==> src/rtl/alu_pkg.sv <==
// alu_pkg: flag indices, flag width and opcodes shared by the ALU, its result buffer and benches
package alu_pkg;
    localparam int NFLAG         = 4;
    localparam int FLAG_ERR      = 0;
    localparam int FLAG_NEG      = 1;
    localparam int FLAG_POS      = 2;
    localparam int FLAG_OVERFLOW = 3;
    localparam logic [1:0] OP_SUB           = 2'b00;
    localparam logic [1:0] OP_NAND          = 2'b01;
    localparam logic [1:0] OP_STARTING_ONES = 2'b10;
    localparam logic [1:0] OP_DECODE        = 2'b11;
endpackage

==> src/rtl/alu_sat_counter.sv <==
// alu_sat_counter: event counter that sticks at its maximum value, with synchronous clear
module alu_sat_counter #(
    parameter int CNT_W = 8
) (
    input  logic             s_CLK,
    input  logic             s_RSTn,
    input  logic             inc,
    input  logic             clr,
    output logic [CNT_W-1:0] cnt
);
    // clear wins over increment; increment stops at all-ones
    always_ff @(posedge s_CLK or posedge s_RSTn)
        if (s_RSTn) cnt <= '0;
        else if (clr) cnt <= '0;
        else if (inc && !(&cnt)) cnt <= cnt + CNT_W'(1);
endmodule

==> src/rtl/alu_result_buffer.sv <==
// alu_result_buffer: show-ahead FIFO for ALU result/flag pairs with flag statistics and drop indicator
module alu_result_buffer
    import alu_pkg::*;
#(
    parameter int WIDTH = 4,
    parameter int NFLAG = alu_pkg::NFLAG,
    parameter int DEPTH = 4,
    parameter int CNT_W = 8
) (
    input  logic                     s_CLK,
    input  logic                     s_RSTn,
    input  logic                     i_valid,
    input  logic [WIDTH-1:0]         i_result,
    input  logic [NFLAG-1:0]         i_flag,
    output logic                     o_in_ready,
    output logic                     o_valid,
    input  logic                     i_ready,
    output logic [WIDTH-1:0]         o_data,
    output logic [NFLAG-1:0]         o_dflag,
    output logic [$clog2(DEPTH):0]   o_count,
    input  logic                     i_clr_cnt,
    output logic [CNT_W-1:0]         o_err_cnt,
    output logic [CNT_W-1:0]         o_ovf_cnt,
    output logic                     o_drop
);
    localparam int AW = $clog2(DEPTH);
    localparam int CW = AW + 1;
    logic [WIDTH+NFLAG-1:0] mem [DEPTH];
    logic [WIDTH+NFLAG-1:0] head;
    logic [AW-1:0]          wr_ptr, rd_ptr;
    logic [CW-1:0]          count;
    logic                   full, empty, push, pop;
    assign full       = count == CW'(DEPTH);
    assign empty      = count == '0;
    assign push       = i_valid & ~full;
    assign pop        = ~empty & i_ready;
    assign head       = mem[rd_ptr];
    assign o_in_ready = ~full;
    assign o_valid    = ~empty;
    assign o_count    = count;
    assign o_data     = empty ? '0 : head[NFLAG +: WIDTH];
    assign o_dflag    = empty ? '0 : head[NFLAG-1:0];
    // storage is not reset; empty masking hides stale entries
    always_ff @(posedge s_CLK)
        if (push) mem[wr_ptr] <= {i_result, i_flag};
    // pointers wrap naturally since DEPTH is a power of two; occupancy tracks push/pop exactly
    always_ff @(posedge s_CLK or posedge s_RSTn)
        if (s_RSTn) begin
            wr_ptr <= '0;
            rd_ptr <= '0;
            count  <= '0;
        end else begin
            if (push) wr_ptr <= wr_ptr + AW'(1);
            if (pop) rd_ptr <= rd_ptr + AW'(1);
            count <= count + CW'(push) - CW'(pop);
        end
    // sticky loss flag: set on a result offered while full, clear has priority
    always_ff @(posedge s_CLK or posedge s_RSTn)
        if (s_RSTn) o_drop <= 1'b0;
        else if (i_clr_cnt) o_drop <= 1'b0;
        else if (i_valid && full) o_drop <= 1'b1;
    alu_sat_counter #(.CNT_W(CNT_W)) u_err_cnt (
        .s_CLK(s_CLK), .s_RSTn(s_RSTn), .inc(push & i_flag[FLAG_ERR]), .clr(i_clr_cnt), .cnt(o_err_cnt)
    );
    alu_sat_counter #(.CNT_W(CNT_W)) u_ovf_cnt (
        .s_CLK(s_CLK), .s_RSTn(s_RSTn), .inc(push & i_flag[FLAG_OVERFLOW]), .clr(i_clr_cnt), .cnt(o_ovf_cnt)
    );
endmodule

==> config.mk <==
export PLATFORM = sky130hd
export DESIGN_NAME = alu_result_buffer
export DESIGN_NICKNAME = d
export VERILOG_FILES = /design/src/rtl/alu_pkg.sv /design/src/rtl/alu_sat_counter.sv /design/src/rtl/alu_result_buffer.sv
export SDC_FILE = /design/constraint.sdc
export NUM_CORES = 1
export LEC_CHECK = 0
export CAP_MARGIN = 10
export CORE_ASPECT_RATIO = 0.7
export CORE_MARGIN = 5
export CORE_UTILIZATION = 55
export CTS_CLUSTER_DIAMETER = 40
export CTS_CLUSTER_SIZE = 40
export DETAILED_ROUTE_END_ITERATION = 12
export HOLD_SLACK_MARGIN = 0.1
export PLACE_DENSITY = 0.82
export SYNTH_ARGS = -nofsm -noshare
export SYNTH_HDL_FRONTEND = slang
export SYNTH_SLANG_ARGS = --single-unit
==> constraint.sdc <==
create_clock -name s_CLK -period 6 [get_ports s_CLK]
set_input_delay 1.5 -clock s_CLK [delete_from_list [all_inputs] [get_ports s_CLK]]
set_output_delay 1.5 -clock s_CLK [all_outputs]
set_load 0.005 [all_outputs]
[Yosys cells after proc, flatten, opt, wreduce, memory -nomap -nowiden]
Memory sizes are Yosys's and may differ from the RTL's.
Cells that the tools add are included.
Storage, ports and cells
  register bits: 24
  RAM bits: 32
  bits of input ports: 13
  output and inout port bits: 30
  logic and storage cells: 41
  memories kept: 1
Cells by class
  $add $sub $neg: 6
  eq/ne operators: 1
  mux-type cells: 10
  bitwise logic cells: 6
  reduce and logical (&&, ||, !) cells: 11
Memory list
  mem: depth 4, width 8, read ports 1, clocked after memory_dff 0, write ports 1, RTL line alu_result_buffer.sv:28  | logic [WIDTH+NFLAG-1:0] mem [DEPTH];
Operators with widths (count)
  two-way mux 8 bit: 4
  adder 8 x 1 -> 8 bit, second input constant: 2
  AND reduction 8 bit: 2
  two-way mux 4 bit: 2
  nonzero test 2 bit: 3
  adder 2 x 1 -> 2 bit, second input constant: 2
  bitwise AND 1 bit: 4
  two-way mux 1 bit: 4
  adder 3 x 1 -> 3 bit: 1
  == test 3 bit, second input constant: 1
  logical AND 1 bit: 3
  logical NOT 3 bit: 1
  subtractor 3 x 1 -> 3 bit: 1
  logical NOT 1 bit: 2
  NOT 1 bit: 2

[Depth between registers and ports, before layout]
  word-level depth: 7
  mapped depth: 8

[Hierarchy]
Synthesis repeated with hierarchy kept, for this count alone.
Second synthesis, totals
  cells, all modules: 180
  area total of the unflattened synthesis: 2560.0 um^2
By module, submodules not included
  alu_result_buffer: times used 1, cells an instance 92, area each 1684.1 um^2, sequential area each 1161.1 um^2
  alu_sat_counter: times used 2, cells an instance 44, area each 437.9 um^2, sequential area each 200.2 um^2

[Worst setup path after synthesis]
Ideal clock, no wire load.
  path kind: register -> output
  start point: register rd_ptr[0]
  end point: output port o_data[0]
  arrival time: 1.241 ns
  slack: 3.259 ns
  cell stages (with the launch flop): 4
  path buffers: 1
  cell sequence: dfrtp_1 > buf_2 > mux4_2 > and2_1
Between the ends
  longest elaborated chain between the ends: 2
RTL lines
  from (decl): RTL line alu_result_buffer.sv:30  | logic [AW-1:0] wr_ptr, rd_ptr;
  from (signal assigned): RTL line alu_result_buffer.sv:54  | if (pop) rd_ptr <= rd_ptr + AW'(1);
  memory (4 x 8 bit)
  two-way mux 4 bit: RTL line alu_result_buffer.sv:41  | assign o_data = empty ? '0 : head[NFLAG +: WIDTH];
  to (decl): RTL line alu_result_buffer.sv:18  | output logic [WIDTH-1:0] o_data,
No other way between the ends.

[Worst setup path after layout]
  start point: register rd_ptr[0]
  end point: output port o_dflag[2]
Between the ends
  longest elaborated chain between the ends: 2
RTL lines
  memory (4 x 8 bit)
  two-way mux 4 bit: RTL line alu_result_buffer.sv:42  | assign o_dflag = empty ? '0 : head[NFLAG-1:0];
  to (decl): RTL line alu_result_buffer.sv:19  | output logic [NFLAG-1:0] o_dflag,
No other way between the ends.

==> flow_summary_export.csv <==
group,metric,value,unit
clocking,clkSlewWorstSetupHoldPaths,0.09,ns
critical_path,critPathMaxStageDelay,0.71,ns
global_route,use_met1,21.55,%
placed_design,io_buffers,42,
clocking,postCtsHoldBufs,0,
clocking,cts_buffer_depth,2,
timing,fmax,0.2694,GHz
synth,ys_top_cells_by_count,"edfxtp_1 (32), dfrtp_1 (24), nor2_1 (11)",
hold_path,hp-class,"flip-flop to flip-flop",
timing,layout_worst_path_cycle_share,61.86,%
synth,yosysMostFrequentCell,"edfxtp_1",
power,swShare,27.43,%
drt,drc,0,
clocking,cts_setup_buffers,0,
placed_design,gp_congestion,0.7630,
clocking,cts_max_level,2,
timing,finalSetupViolCount,0,
synth,syn_nets,199,
critical_path,crit_slowest_cell,"dfrtp_1",
power,comb_power_share,32.1,%
critical_path,worstSetupPathType,"flip-flop to primary output",
critical_path,r2r-start,"o_count[1]",
synth,ys.flop_type,"edfxtp_1",
drt,drt-wirelength-per-cell,18.32,um
timing,worst_slack,2.288,ns
floorplan,die-area,0.006115,mm2
placed_design,place_hpwl,3759,um
drt,via_per_inst,5.860,
global_route,antenna_found_initial,0,
clocking,cts-root-buf,"clkbuf_8",
final_layout,ff_latch_area,0.001562,mm2
critical_path,worstPathRequired,4.50,ns
timing,finClkSkew,0.006478,ns
timing,final.min_clock_period,3.712,ns
global_route,met2_usage,30.67,%
critical_path,rrSetupSlack,3.83,ns
critical_path,startpoint_type,"flip-flop",
clocking,cts-resized-gates,0,
final_layout,multi_input_area,937.1,um2
clocking,cts.sinks,56,
final_layout,drive_gt1_share,12.56,%
power,p_total,1.236,mW
timing,finalSetupTns,0,ns
placed_design,post-place-cells,270,
synth,synth.area.top_cells,"edfxtp_1 (38%), dfrtp_1 (24%), mux4_2 (7.1%)",
power,seq_power_share,45.1,%
synth,synthDistinctLibCells,39,
synth,yosysSeqAreaShare,61.30,%
final_layout,instances_no_fill,278,
drt,finalWirelength,5093,um
run_status,status,"finished clean",
timing,tightest_slew,0.9395,ns
timing,slew_headroom,37.30,%
synth,synth_top_area_cell,"edfxtp_1",
clocking,cts_buffers,5,
floorplan,core.rowCount,20,
placed_design,dp_slack,2.546,ns
critical_path,r2r-end,"o_count[2]",
drt,vias,1629,
floorplan,start_util,57.84,%
global_route,grt_overflow_total,0,
power,p_int,0.8968,mW
synth,syn_inst,178,
timing,maxSlewViolCount,0,
global_route,grt_usage,17.48,%
floorplan,die_h,66.94,um
power,leakagePower,1.185,nW
synth,synth-edff-count,32,
global_route,met3_usage,4.176,%
critical_path,path_cells,"mux4_2 -> and2_1 -> clkdlybuf4s50_1",
critical_path,r2r_cells,6,
global_route,grt_pass1_vias,1678,
floorplan,core,0.004404,mm2
critical_path,critPathMaxFanout,10,
final_layout,n_antenna_cell,0,
critical_path,endpoint_kind,"primary output",
drt,drt-initial-drc-count,104,
final_layout,syn_to_final_growth,23.62,%
power,power_switching,0.3390,mW
critical_path,critPathTopFamily,"flip-flops",
power,power_density,392.4,mW/mm2
hold_path,whs_path_depth,2,
hold_path,worstHoldEndpoint,"o_drop",
synth,async_flop_share,42.86,%
synth,synth-seq-cells,56,
global_route,busiest_layer,"met2",
floorplan,pin_count,43,
global_route,grt_pass1_wl,8217,um
power,peakVddDrop,0.0002709,V
final_layout,n_fill_cell,293,
timing,rsz0062_at_grt,"false",
synth,yosys_warnings,0,
synth,synth_area,0.002547,mm2
floorplan,dieWidth,91.35,um
global_route,grt_start_max_net_pins,25,
hold_path,hp-start,"o_drop",
timing,hold_violations,0,
clocking,insertion_delay,0.30,ns
critical_path,worstPathArrival,2.21,ns
drt,first_pass_iters,4,
run,drv_cap,0,
clocking,cts_tree,"done",
synth,synth_top_area_share,37.72,%
critical_path,crit_buf_inv,1,
power,pwr-share-clk,22.8,%
final_layout,nets,243,
synth,avgSynthCellArea,14.31,um2
drt,detail-route-antenna-nets,0,
cells by family after synthesis:
group,count (synthesis),synth area share (%)
compound gates,19,5.599
xor+xnor,10,3.438
fa+ha+maj,8,4.224
buf+inv,12,1.915
flops,56,61.30
mux,13,9.185
simple gates,60,14.34
worst max path at each step:
stage / start / end / slack, ns / depth (start not counted)
global route: rd_ptr[0] / o_dflag[3] / 2.15 / 3
detailed placement: i_valid / u_ovf_cnt.cnt[5] / 2.55 / 5
finish: rd_ptr[0] / o_dflag[2] / 2.29 / 3
global placement: rd_ptr[0] / o_dflag[3] / 2.62 / 3
CTS: rd_ptr[0] / o_dflag[2] / 2.24 / 3
floorplan: rd_ptr[0] / o_data[0] / 3.26 / 3
power groups by stage:
stage	Clock, mW	Sequential [mW]	Combinational (mW)
2_1_floorplan	0	0.527	0.250
3_3_place_gp	0	0.560	0.387
3_5_place_dp	0	0.566	0.402
4_1_cts	0.289	0.558	0.405
5_1_grt	0.306	0.568	0.432
6_report	0.282	0.557	0.397
metrics by stage:
| stage | instance area (um2) | hold WS [ns] | util (%) |
|---|---|---|---|
| floorplan | 2547 | 0.4859 | - |
| global placement | 3017 | 0.5013 | 68.49 |
| detailed placement | 3017 | 0.5207 | 68.49 |
| CTS | 3149 | 0.5420 | 71.51 |
| global route | 3149 | 0.5623 | 71.51 |
| finish | 3149 | 0.5382 | 71.51 |
worst reg2reg max path: cells and delay by family, from the launching register on:
family                   cells  cell delay, ns
flip-flops                   1            0.47
AND/OR/NAND/NOR              3            0.89
adder cells (fa/ha/maj)      2            0.58
XOR/XNOR                     1            0.13
layout by cell type (no fill, tap or decap), types with 5 or more instances in the layout:
master / n
ha_1: 7
edfxtp_1: 32
mux4_2: 8
a21oi_1: 8
dfrtp_1: 24
nand3_1: 10
or3_1: 5
clkbuf_8: 5
and2_1: 8
nor2_1: 11
xnor2_1: 7
nand2_1: 5
clkdlybuf4s50_1: 42
inv_1: 6
state kept, by name, summed over array words and instances (netlist names):
register       cells
o_drop             1
wr_ptr             2
u_ovf_cnt.cnt      8
o_count            3
u_err_cnt.cnt      8
rd_ptr             2
mem               32
area by class of cell:
cell class                      count  area share, %
Timing Repair Buffer               42          13.35
Clock inverter                      2          1.907
Clock buffer                        6          2.304
Inverter                            7         0.9138
Multi-Input combinational cell    110          29.76
Sequential cell                    56          49.58
Tap cell                           55          2.185
metal layers:
layer / wire length [um] / vias up
li1: - / 749
met1: 2166 / 826
met2: 2617 / 45
met3: 230 / 9
met4: 79 / 0
met5: 0 / -
Power figures use the tool's default switching activity.
